### src/rtl/mem_port_arbiter_pkg.sv
// mem_port_arbiter_pkg: requester ids, tag-entry layout and shared constants
package mem_port_arbiter_pkg;
  localparam logic [1:0] REQ_FETCH = 2'd0;
  localparam logic [1:0] REQ_LD = 2'd1;
  localparam logic [1:0] REQ_ST = 2'd2;
  typedef struct packed {
    logic kill;
    logic [1:0] id;
  } tag_t;
  localparam logic [31:0] TOHOST_ADDR = 32'h3000_0000;
endpackage

### src/rtl/arb_tag_fifo.sv
// arb_tag_fifo: in-order requester-id FIFO with flush-kill of fetch/load entries
module arb_tag_fifo
  import mem_port_arbiter_pkg::*;
#(
  parameter int DEPTH = 4
) (
  input  logic       clk,
  input  logic       rst,
  input  logic       push,
  input  logic [1:0] push_id,
  input  logic       pop,
  input  logic       kill,
  output tag_t       head,
  output logic       full,
  output logic       empty
);
  localparam int AW = $clog2(DEPTH);
  tag_t mem [DEPTH];
  logic [AW-1:0] wptr, rptr;
  logic [AW:0] cnt;
  assign full = cnt == (AW+1)'(DEPTH);
  assign empty = cnt == '0;
  // a flush in the pop cycle must also suppress the entry leaving now
  assign head = {mem[rptr].kill | (kill & (mem[rptr].id != REQ_ST)), mem[rptr].id};
  always_ff @(posedge clk or negedge rst) begin
    if (!rst) begin
      wptr <= '0;
      rptr <= '0;
      cnt <= '0;
      for (int i = 0; i < DEPTH; i++) mem[i] <= '0;
    end else begin
      for (int i = 0; i < DEPTH; i++)
        if (kill && mem[i].id != REQ_ST) mem[i].kill <= 1'b1;
      if (push) begin
        mem[wptr] <= {1'b0, push_id};
        wptr <= wptr + AW'(1);
      end
      if (pop) rptr <= rptr + AW'(1);
      cnt <= cnt + (AW+1)'(push) - (AW+1)'(pop);
    end
  end
endmodule

### src/rtl/mem_port_arbiter.sv
// mem_port_arbiter: fetch/load/store arbitration onto one memory bus with in-order response routing
module mem_port_arbiter
  import mem_port_arbiter_pkg::*;
#(
  parameter int MAX_OUTST = 4,
  parameter int STARVE_LIM = 8
) (
  input  logic        clk,
  input  logic        rst,
  input  logic        flush,
  input  logic        fetch_req_valid,
  input  logic [29:0] fetch_req_addr,
  output logic        fetch_req_ready,
  input  logic        ld_req_valid,
  input  logic [31:0] ld_req_addr,
  output logic        ld_req_ready,
  input  logic        st_req_valid,
  input  logic [31:0] st_req_addr,
  input  logic [31:0] st_req_wdata,
  input  logic [3:0]  st_req_wmask,
  output logic        st_req_ready,
  output logic        mem_req_valid,
  input  logic        mem_req_ready,
  output logic        mem_req_write,
  output logic [31:0] mem_req_addr,
  output logic [31:0] mem_req_wdata,
  output logic [3:0]  mem_req_wmask,
  input  logic        mem_resp_valid,
  input  logic [31:0] mem_resp_rdata,
  output logic        fetch_resp_valid,
  output logic        ld_resp_valid,
  output logic        st_resp_valid,
  output logic [31:0] resp_rdata,
  output logic        resp_orphan
);
  localparam int CW = $clog2(STARVE_LIM + 1);
  logic [CW-1:0] f_cnt, ld_cnt;
  logic f_sat, ld_sat, f_ok, ld_ok, f_top, ld_top;
  logic stage_load, can_grant, pop, full, empty, any_grant;
  logic [1:0] grant_id;
  tag_t head;
  assign stage_load = ~mem_req_valid | mem_req_ready;
  assign pop = mem_resp_valid & ~empty;
  assign can_grant = rst & stage_load & (~full | pop);
  assign f_sat = f_cnt == CW'(STARVE_LIM);
  assign ld_sat = ld_cnt == CW'(STARVE_LIM);
  assign f_ok = fetch_req_valid & ~flush;
  assign ld_ok = ld_req_valid & ~flush;
  assign f_top = f_ok & f_sat;
  assign ld_top = ld_ok & ld_sat;
  // starved load > starved fetch > store > load > fetch
  assign ld_req_ready = can_grant & ld_ok & (ld_sat | (~f_top & ~st_req_valid));
  assign fetch_req_ready = can_grant & f_ok & ~ld_top & (f_sat | (~st_req_valid & ~ld_ok));
  assign st_req_ready = can_grant & st_req_valid & ~ld_top & ~f_top;
  assign any_grant = fetch_req_ready | ld_req_ready | st_req_ready;
  assign grant_id = st_req_ready ? REQ_ST : ld_req_ready ? REQ_LD : REQ_FETCH;
  always_ff @(posedge clk or negedge rst) begin
    if (!rst) begin
      mem_req_valid <= 1'b0;
      mem_req_write <= 1'b0;
      mem_req_addr <= '0;
      mem_req_wdata <= '0;
      mem_req_wmask <= '0;
    end else if (stage_load) begin
      mem_req_valid <= any_grant;
      mem_req_write <= st_req_ready;
      mem_req_addr <= st_req_ready ? st_req_addr : ld_req_ready ? ld_req_addr : {fetch_req_addr, 2'b00};
      mem_req_wdata <= st_req_ready ? st_req_wdata : '0;
      mem_req_wmask <= st_req_ready ? st_req_wmask : '0;
    end
  end
  always_ff @(posedge clk or negedge rst) begin
    if (!rst) begin
      f_cnt <= '0;
      ld_cnt <= '0;
      resp_orphan <= 1'b0;
    end else begin
      f_cnt <= (~fetch_req_valid | fetch_req_ready) ? '0 : f_sat ? f_cnt : f_cnt + CW'(1);
      ld_cnt <= (~ld_req_valid | ld_req_ready) ? '0 : ld_sat ? ld_cnt : ld_cnt + CW'(1);
      if (mem_resp_valid & empty) resp_orphan <= 1'b1;
    end
  end
  arb_tag_fifo #(.DEPTH(MAX_OUTST)) u_tag_fifo (
    .clk(clk),
    .rst(rst),
    .push(any_grant),
    .push_id(grant_id),
    .pop(pop),
    .kill(flush),
    .head(head),
    .full(full),
    .empty(empty)
  );
  assign fetch_resp_valid = pop & ~head.kill & (head.id == REQ_FETCH);
  assign ld_resp_valid = pop & ~head.kill & (head.id == REQ_LD);
  assign st_resp_valid = pop & ~head.kill & (head.id == REQ_ST);
  assign resp_rdata = mem_resp_rdata;
endmodule

### config.mk
export PLATFORM = sky130hd
export DESIGN_NAME = mem_port_arbiter
export DESIGN_NICKNAME = d
export VERILOG_FILES = /design/src/rtl/mem_port_arbiter_pkg.sv /design/src/rtl/arb_tag_fifo.sv /design/src/rtl/mem_port_arbiter.sv
export SDC_FILE = /design/constraint.sdc
export NUM_CORES = 1
export LEC_CHECK = 0
export ABC_AREA = 1
export CAP_MARGIN = 20
export CELL_PAD_IN_SITES_DETAIL_PLACEMENT = 0
export CELL_PAD_IN_SITES_GLOBAL_PLACEMENT = 1
export CORE_MARGIN = 2
export CORE_UTILIZATION = 25
export CTS_BUF_LIST = sky130_fd_sc_hd__clkbuf_16
export CTS_CLUSTER_DIAMETER = 60
export DETAILED_ROUTE_END_ITERATION = 16
export GPL_TIMING_DRIVEN = 0
export HOLD_SLACK_MARGIN = 0.06
export PLACE_DENSITY = 0.77
export SLEW_MARGIN = 30
export SYNTH_ARGS = -nofsm -noshare
export SYNTH_HDL_FRONTEND = slang
export SYNTH_SLANG_ARGS = --single-unit
export TNS_END_PERCENT = 10
### constraint.sdc
create_clock -name clk -period 2.4 [get_ports clk]
set_input_delay 0.36 -clock clk [delete_from_list [all_inputs] [get_ports clk]]
set_output_delay 0.36 -clock clk [all_outputs]
set_load 0.005 [all_outputs]
-- Word level (Yosys, flattened, before mapping)
Index checks and enable logic that the tools add are counted.
W data, S select, Z words.
- register bits: 98
- input bits: 170
- output and inout port bits: 109
- logic and storage cells: 113
- $add $sub $neg: 6
- $lt $le $gt $ge: 3
- equality and inequality tests: 12
- mux-type cells: 21
- bitwise operators: 45
- reduce and logical (&&, ||, !) cells: 7
- operators with widths (operator ; count):
    $mux W32 ; 3
    $and A1 B1 Y1 ; 23
    $mux W4 ; 5
    $bwmux W12 ; 1
    $mux W12 ; 1
    $not A1 Y1 ; 11
    $ne A2 B2 Y1 const B ; 5
    $mux W3 ; 3
    $or A1 B1 Y1 ; 9
    $add A4 B1 Y4 const B ; 2
    $eq A4 B4 Y1 const B ; 2
    $bmux W3 S2 ; 1
    $demux W3 S2 ; 1
    $ge A3 B3 Y1 const B ; 2
    $not A2 Y3 ; 2
    $logic_and A1 B1 Y1 ; 5
    $mux W1 ; 5
    $add A2 B1 Y2 const B ; 2
    $ne A2 B1 Y1 const B ; 2
    $add A3 B1 Y3 ; 1
    $eq A3 B3 Y1 const B ; 1
    $logic_not A3 Y1 ; 1
    $lt A3 B1 Y1 const B ; 1
    $sub A3 B1 Y3 ; 1
    other kinds (4) ; 4

-- Longest topological paths before layout
Gate-level depths: netlist (run 1).
- depth after elaboration: 12
- depth in mapped cells: 14
- depth with buffers taken out: 13

-- Hierarchy
A second synthesis (run 1) with hierarchy kept.
- cell total of the unflattened synthesis: 611
- area total of the unflattened synthesis: 5220.0 sq um
- modules (own cells, without submodules) (module ; instances ; cells each ; area an instance (sq um) ; seq. area each (sq um)):
    mem_port_arbiter ; 1 ; 506 ; 4246.6 ; 1976.9
    arb_tag_fifo ; 1 ; 105 ; 973.4 ; 475.5

-- Least setup slack after synthesis (run 1)
Ideal clock, no wire load.
- path kind: register to register
- start: register f_cnt[0]
- end: register u_tag_fifo.cnt[2]
- library setup time: 0.129 ns
- arrival: 2.149 ns
- required time: 2.271 ns
- setup slack: 0.123 ns
- stages on the path, launching flop included: 14
- path buffers: 1
- clock period less this slack: 2.277 ns
- cells stage by stage: dfrtp_1 > inv_1 > ha_1 > nand2_1 > nor2_4 > nand2_2 > nand2_2 > nand2_4 > nand2_4 > buf_8 > nand3_4 > ha_1 > fa_1 > xor2_1
- longest elaborated chain between the ends: 10
- elaborated cells on any way between the ends: 13
- those cells by class: 2 x add/sub; 1 x eq/ne; 10 x bitwise
- ends and longest elaborated chain (element ; line ; text):
    from (decl) ; mem_port_arbiter.sv:37 ; logic [CW-1:0] f_cnt, ld_cnt;
    from (signal assigned) ; mem_port_arbiter.sv:78 ; f_cnt <= (~fetch_req_valid | fetch_req_ready) ? '0 : f_sat ? f_cnt : f_cnt + CW'(1);
    $eq A4 B4 Y1 * ; mem_port_arbiter.sv:45 ; assign f_sat = f_cnt == CW'(STARVE_LIM);
    $and A1 B1 Y1 ; mem_port_arbiter.sv:49 ; assign f_top = f_ok & f_sat;
    $not A1 Y1 ; mem_port_arbiter.sv:52, mem_port_arbiter.sv:54 ;
    $and A1 B1 Y1 ; mem_port_arbiter.sv:52 ; assign ld_req_ready = can_grant & ld_ok & (ld_sat | (~f_top & ~st_req_valid));
    $or A1 B1 Y1 ; mem_port_arbiter.sv:52 ;
    $and A1 B1 Y1 ; mem_port_arbiter.sv:52 ;
    $or A1 B1 Y1 ; mem_port_arbiter.sv:55 ; assign any_grant = fetch_req_ready | ld_req_ready | st_req_ready;
    $or A1 B1 Y1 * ; mem_port_arbiter.sv:55 ;
    net any_grant ; mem_port_arbiter.sv:39 ; logic stage_load, can_grant, pop, full, empty, any_grant;
    $add A3 B1 Y3 * ; arb_tag_fifo.sv:39 ; cnt <= cnt + (AW+1)'(push) - (AW+1)'(pop);
    $sub A3 B1 Y3 * ; arb_tag_fifo.sv:39 ;
    to (signal assigned) ; arb_tag_fifo.sv:39 ;
    to (decl) ; arb_tag_fifo.sv:20 ; logic [AW:0] cnt;
The timed path passes the listed nets; every way through them passes the cells marked *.
A chain may end at the register's enable or synchronous reset.

-- Final worst setup path (run 1)
- start: register u_tag_fifo.rptr[0]
- end: output port st_resp_valid
- longest elaborated chain between the ends: 10
- elaborated cells on any way between the ends: 11
- those cells by class: 2 x eq/ne; 3 x mux; 6 x bitwise
- ends and longest elaborated chain (element ; line ; text):
    from (decl) ; arb_tag_fifo.sv:19 ; logic [AW-1:0] wptr, rptr;
    from (signal assigned) ; arb_tag_fifo.sv:38 ; if (pop) rptr <= rptr + AW'(1);
    $not A2 Y3 (not written as such) * ; arb_tag_fifo.sv:24 ; assign head = {mem[rptr].kill | (kill & (mem[rptr].id != REQ_ST)), mem[rptr].id};
    $bmux W3 S2 * ; arb_tag_fifo.sv:24 ;
    $mux W3 (not written as such) * (2 in a row) ; arb_tag_fifo.sv:24 ;
    $ne A2 B2 Y1 ; arb_tag_fifo.sv:24 ;
    $and A1 B1 Y1 ; arb_tag_fifo.sv:24 ;
    $or A1 B1 Y1 ; arb_tag_fifo.sv:24 ;
    $not A1 Y1 ; mem_port_arbiter.sv:96 ; assign st_resp_valid = pop & ~head.kill & (head.id == REQ_ST);
    $and A1 B1 Y1 ; mem_port_arbiter.sv:96 ;
    $and A1 B1 Y1 * ; mem_port_arbiter.sv:96 ;
    to (decl) ; mem_port_arbiter.sv:32 ; output logic st_resp_valid,
Every way passes the cells marked *; elsewhere a longest branch is shown, timed or not. The select of a mux whose other input is x is not followed.

==> metrics.cfg, run 1 <==
[worst_setup_path]
ff2ff_path_depth=13
crit_required_ns=2.04
endpoint_kind=output port
startpoint=u_tag_fifo.rptr[0]
worstPathArrival_ns=1.96
r2r_start=f_cnt[0]
cp-start-kind=flop
worstPathMaxFanout=10
critical_path_class=flop to output port

[clocking]
clk_path_buf_depth=2
root_buffer=clkbuf_16
path_clk_slew_ns=0.07
clk_latency_ns=0.35
cts.sinks=98
cts_tree=done
cts_buffers=9
h-tree-depth=3

[finish]
area_growth_pct=63.8
final_common_cell=clkdlybuf4s50_1
fin_nets=1056
layout-drive-gt1-share=0.135
final_cell_mix=clkdlybuf4s50_1 (240), nor2_1 (116), dfrtp_1 (98), nand2_1 (77), nand3_1 (73)
diodes=0
fin_area_sq_um=8510
final_core_util=0.419

[placement]
gp_congestion=0.780
place_area_sq_um=8020
port_buffers=246
dpl.hpwl_mm=13.2

[global_route]
grt-ovfl-total=0
grt_max_degree=52
grt_pass1_wl_mm=26.9
grt_usage=0.158
antenna_found_initial=0
grt_pass1_vias=4912

[synth]
ys_ff_latch=98
synth_top_cell_area_share=0.472
synth_compound_area_frac=0.104
synthTopCellsByArea=dfrtp_1 (47%), nor2_1 (8.4%), nand3_1 (7.0%), a22o_1 (6.2%), nand2_1 (5.8%)
postSynthAreaPerCell_sq_um=8.57
syn-num-nets=787
yosys.area.top_type=dfrtp_1
yosys.area_share.simple=0.267
synth_area_sq_um=5190
synthCells=606
muxShareOfSynthArea=0
ys_types=36
yosysSeqAreaShare=0.472
synth_top_family_by_area=simple AND/OR/NAND/NOR gates
yosys_warnings=0
synth_xor_area_frac=0.0118
synth-adder-area-share=0.0279

[pwr]
pwr-share-comb=0.356
power_frac_clock=0.256
pwr-share-seq=0.388
switching_share=0.332
p_int_mw=3.83
ir_drop_mv=0.325
p_switching_mw=1.90
leakage_nw=3.98
power.density_nw_per_um2=674

[sta]
slew_viol_final=0
period_share=0.967
worst_pin_slew_ns=0.675
fin_crit_ns=2.32
fmax_ghz=0.431
whs_ns=0.474
finClkSkew_ns=0.0101
finalSetupViolCount=0
final_hold_viol_count=0
setup_tns_ns=0
slew_headroom=0.550
grt_setup_unrepaired=yes

[detailed_routing]
drc=0
vias=4938
via_per_inst=4.29
drtAntennaViolNets=0
dr.pass1.iters=6
wl_mm=17.6
drt-initial-drc-count=204
detail_route.wl_per_cell_microns=15.3

[floorplan]
start_util=0.256
core_sq_um=20300
rows=52
io-pin-count=279
die_w_microns=148
dieArea_sq_um=21900
die_y_microns=148

[min_path]
hold_depth=1
min-delay-start=resp_orphan
hold_class=flop to flop

[job]
drv_cap=0

[run_status]
status=finished clean

## power groups by stage
stage / logic (mW) / registers (mW) / clock network (mW)
2_1_floorplan: 0.983 / 2.23 / 0
3_3_place_gp: 1.98 / 2.25 / 0
3_5_place_dp: 2.01 / 2.26 / 0
4_1_cts: 2.05 / 2.23 / 1.52
5_1_grt: 2.29 / 2.27 / 1.59
6_report: 2.04 / 2.23 / 1.47
## worst paths after layout
| check | to | slack (ns) |
|---|---|---|
| hold reg to reg | resp_orphan | 0.47 |
| hold / removal | resp_orphan | 0.47 |
| max in group asynchronous | mem_req_addr[17] | 1.41 |
| min in group asynchronous | async pin | 0.73 |
| setup / recovery | st_resp_valid | 0.08 |
| setup reg to reg | u_tag_fifo.cnt[2] | 0.11 |
## cell type report
cell class	count	area (sq um)
Tap cell	270	338
Buffer	58	400
Clock inverter	7	66.3
Multi-Input combinational cell	392	2190
Inverter	57	230
Fill cell	2061	11800
Sequential cell	98	2450
Clock buffer	9	225
Timing Repair Buffer	259	2610
## per-layer routing
layer	up-vias	share of wire	track usage
met3	14	0.059	0.0337
met5	-	0	0
li1	2474	-	-
met4	0	0.014	0.0495
met1	2287	0.44	0.204
met2	163	0.49	0.265
## per-stage QoR
stage	cells	total power, mW	setup WS [ns]
finish	1150	5.73	0.0781
global route	1150	6.15	-0.0579
CTS	1146	5.81	-0.157
detailed placement	1123	4.27	-0.467
global placement	1122	4.23	-4.33
floorplan	606	3.22	0.123
## critical path, cell delays in order, from the launching register on
cell             delay (ns)
dfrtp_1                0.37
buf_4                  0.16
inv_1                  0.12
o21ai_0                0.10
o22ai_1                0.18
nand2_1                0.08
nor2_1                 0.11
clkdlybuf4s50_1        0.50
## state kept, by name, summed over array words and instances (netlist names), named ones only
| signal | count |
|---|---|
| f_cnt | 4 |
| ld_cnt | 4 |
| mem_req_addr | 32 |
| mem_req_valid | 1 |
| mem_req_wdata | 32 |
| mem_req_wmask | 4 |
| mem_req_write | 1 |
| resp_orphan | 1 |
| u_tag_fifo.cnt | 3 |
| u_tag_fifo.mem | 4 |
| u_tag_fifo.rptr | 2 |
| u_tag_fifo.wptr | 2 |
## cells in the mapped netlist (all sizes together)
| master | n |
|---|---|
| clkbuf | 10 |
| nor2 | 121 |
| o22ai | 1 |
| xor2 | 4 |
| o21a | 4 |
| buf | 49 |
| nand3 | 75 |
| nor3b | 2 |
| nand4 | 3 |
| inv | 57 |
| xnor2 | 3 |
| a31o | 1 |
| fa | 1 |
| dfrtp | 98 |
| a22o | 37 |
| a21oi | 15 |
| or2 | 2 |
| nand2 | 94 |
| ha | 10 |
| o21ai | 16 |
| nor3 | 3 |
## cell families (layout without fill, tap and decap cells)
| logic type | Yosys count | in the layout |
|---|---|---|
| AOI/OAI and AO/OA | 74 | 74 |
| DFF | 98 | 98 |
| and+or+nand+nor | 300 | 300 |
| buffers and inverters | 116 | 390 |
| xor gates and xnor gates | 7 | 7 |
| adders and majority gates | 11 | 11 |
## what timing repair did
| action | 4_1_cts | 5_1_grt |
|---|---|---|
| endpoints found under the setup margin | 8 | 7 |
| buffers inserted | 6 | 4 |
| pin swaps | 5 | 4 |
| gates resized for setup | 14 | 14 |
| hold buffers | 2 | 0 |
| hold endpoints to repair | 51 | 0 |
Note: power is estimated with default switching activity, not from simulation.
==> inputs of run 2 (changes only) <==
- PLACE_DENSITY: 0.77 -> 0.74
==> run 2 against run 1 <==
Compared with the run above:
- hold slack got worse by 0.42 ns
- final area is 1.2% higher
- first-iteration DRC count is the same
- clock power is essentially flat
- setup slack worse by 0.026 ns
- clock-buffer cell count is the same
- via count is 1.4% higher
- sequential power about the same
- core utilization up 0.49 points
- register-to-register slack got worse by 0.03 ns
- critical path depth down 1
- sequential share of layout area shrank 0.34 points
- largest power group unchanged
- highest routed layer unchanged
==> metrics.cfg, run 2 (synthesis results as in run 1) <==
[floorplan]
io-pin-count=279  ; unchanged
rows=52  ; unchanged
dieArea_sq_um=21900  ; unchanged
die_w_microns=148  ; unchanged
die_y_microns=148  ; unchanged
core_sq_um=20300  ; unchanged
start_util=0.256  ; unchanged

[run_status]
status=finished clean  ; unchanged

[clocking]
cts.sinks=98  ; unchanged
cts_buffers=9  ; unchanged
clk_path_buf_depth=2  ; unchanged
path_clk_slew_ns=0.07  ; about the same
h-tree-depth=3  ; unchanged
root_buffer=clkbuf_16  ; unchanged
cts_tree=done  ; unchanged
clk_latency_ns=0.36  ; was 0.35 ns

[worst_setup_path]
max_stage_delay_ns=0.36  ; was 0.50 ns
cp_num_buf_inv=2  ; was 3
cpLargestDelayFamily=simple AND/OR/NAND/NOR gates  ; was buffers and inverters
cp-start-kind=flop  ; unchanged
critical_path_class=flop to output port  ; unchanged
cp_slowest_cell=dfrtp_1  ; was clkdlybuf4s50_1
r2r_start=f_cnt[0]  ; unchanged
crit_required_ns=2.04  ; about the same
crit_chain=buf_4 > o21ai_0 > o22ai_2 > or2_2 > nor3b_1 > dlygate4sd2_1  ; was buf_4 > inv_1 > o21ai_0 > o22ai_1 > nand2_1 > nor2_1 > clkdlybuf4s50_1
endpoint_kind=output port  ; unchanged
worstPathArrival_ns=1.99  ; was 1.96 ns
startpoint=u_tag_fifo.rptr[0]  ; unchanged
worstPathMaxFanout=10  ; unchanged

[sta]
final_hold_viol_count=0  ; unchanged
finalSetupViolCount=0  ; unchanged
fmax_ghz=0.426  ; was 0.431 GHz
grt_setup_unrepaired=yes  ; unchanged
setup_tns_ns=0  ; unchanged
fin_ws_ns=0.0519  ; was 0.0781 ns
whs_ns=0.0547  ; was 0.474 ns
worst_pin_slew_ns=0.648  ; was 0.675 ns
slew_headroom=0.568  ; was 0.550
finClkSkew_ns=0.00630  ; was 0.0101 ns
slew_viol_final=0  ; unchanged
fin_crit_ns=2.35  ; was 2.32 ns
period_share=0.978  ; was 0.967

[detailed_routing]
wl_mm=17.9  ; was 17.6 mm
dr.pass1.iters=4  ; was 6
drtAntennaViolNets=0  ; unchanged
drc=0  ; unchanged
drt-initial-drc-count=204  ; unchanged
via_per_inst=4.34  ; was 4.29
detail_route.wl_per_cell_microns=15.5  ; was 15.3 microns
vias=5009  ; was 4,938

[global_route]
grt_usage=0.160  ; was 0.158
grt-ovfl-total=0  ; unchanged
antenna_found_initial=0  ; unchanged
grt_pass1_vias=4932  ; was 4,912
grt_max_degree=49  ; was 52
grt_pass1_wl_mm=27.1  ; was 26.9 mm

[finish]
fin_area_sq_um=8610  ; was 8510 sq um
fin_nets=1061  ; was 1,056
final_core_util=0.424  ; was 0.419
diodes=0  ; unchanged
layout-drive-gt1-share=0.141  ; was 0.135
area_growth_pct=65.7  ; was 63.8%
final_common_cell=clkdlybuf4s50_1  ; unchanged
final_cell_mix=clkdlybuf4s50_1 (238), nor2_1 (116), dfrtp_1 (98), nand2_1 (77), nand3_1 (73)  ; was clkdlybuf4s50_1 (240), nor2_1 (116), dfrtp_1 (98), nand2_1 (77), nand3_1 (73)
fin_cells=1155  ; was 1,150
top_regs=mem_req_addr: 32 flops, mem_req_wdata: 32 flops  ; unchanged

[placement]
port_buffers=246  ; unchanged
gp_congestion=0.792  ; was 0.780
dp_slack_ns=-0.742  ; was -0.467 ns
place_area_sq_um=8020  ; unchanged
dpl.hpwl_mm=13.3  ; was 13.2 mm
place_inst=1123  ; unchanged

[pwr]
p_total_mw=5.80  ; was 5.73 mW
power.density_nw_per_um2=673  ; was 674 nW/um^2
leakage_nw=4.07  ; was 3.98 nW
ir_drop_mv=0.342  ; was 0.325 mV

[min_path]
hold_class=input port to async pin  ; was flop to flop

[job]
drv_cap=0  ; unchanged

run 2: cell types whose count changed in the layout (fill, tap and decap cells not counted), moves of 2 or more:
cell,delta
o21ai_1,+2
dlymetal6s2s_1,+2
clkdlybuf4s50_1,-2
o21ai_0,-2
buf_4,+2
nand2_8,-2
buf_12,+2
inv_6,-2
nand2_4,+2
run 2: power by group:
| group | internal, mW | switching (mW) |
|---|---|---|
| sequential | 2.00 | 0.223 |
| combinational | 1.12 | 0.982 |
| clock | 0.738 | 0.737 |
run 2: worst paths after layout:
| kind | endpoint | slack, ns | depth (start not counted) |
|---|---|---|---|
| setup / recovery | fetch_resp_valid | 0.05 | 6 |
| hold / removal | async pin | 0.05 | 3 |
| setup reg to reg | u_tag_fifo.cnt[2] | 0.08 | 13 |
| hold reg to reg | flop | 0.48 | 2 |
| max in group asynchronous | mem_req_addr[4] | 1.57 | 4 |
| min in group clk | flop | 0.48 | 2 |
run 2: routing by layer:
metal	vias up	global-route usage	part of all wire
li1	2478	-	-
met1	2339	0.197	0.41
met2	176	0.277	0.49
met3	16	0.0439	0.075
met4	0	0.0457	0.015
met5	-	0	0
run 2: area by class of cell:
type,instances,area [sq um]
inverters,57,230
repair buffers,264,2710
fillers,2102,11700
clock inverters,7,68.8
well taps,270,338
multi-input cells,392,2180
clock buffers,9,225
flip-flops and latches,98,2450
plain buffers,58,400
run 2: worst min-delay path, delay by kind of cell:
family,cells,cell delay (ns)
buf+inv,3,0.42
run 2: what timing repair did:
item	CTS	global route
gates cloned	1	0
hold endpoints to repair	48	0
setup endpoints to repair	8	8
hold buffers	4	0
buffers inserted	7	5
pin swaps	6	6
gates resized for setup	22	13
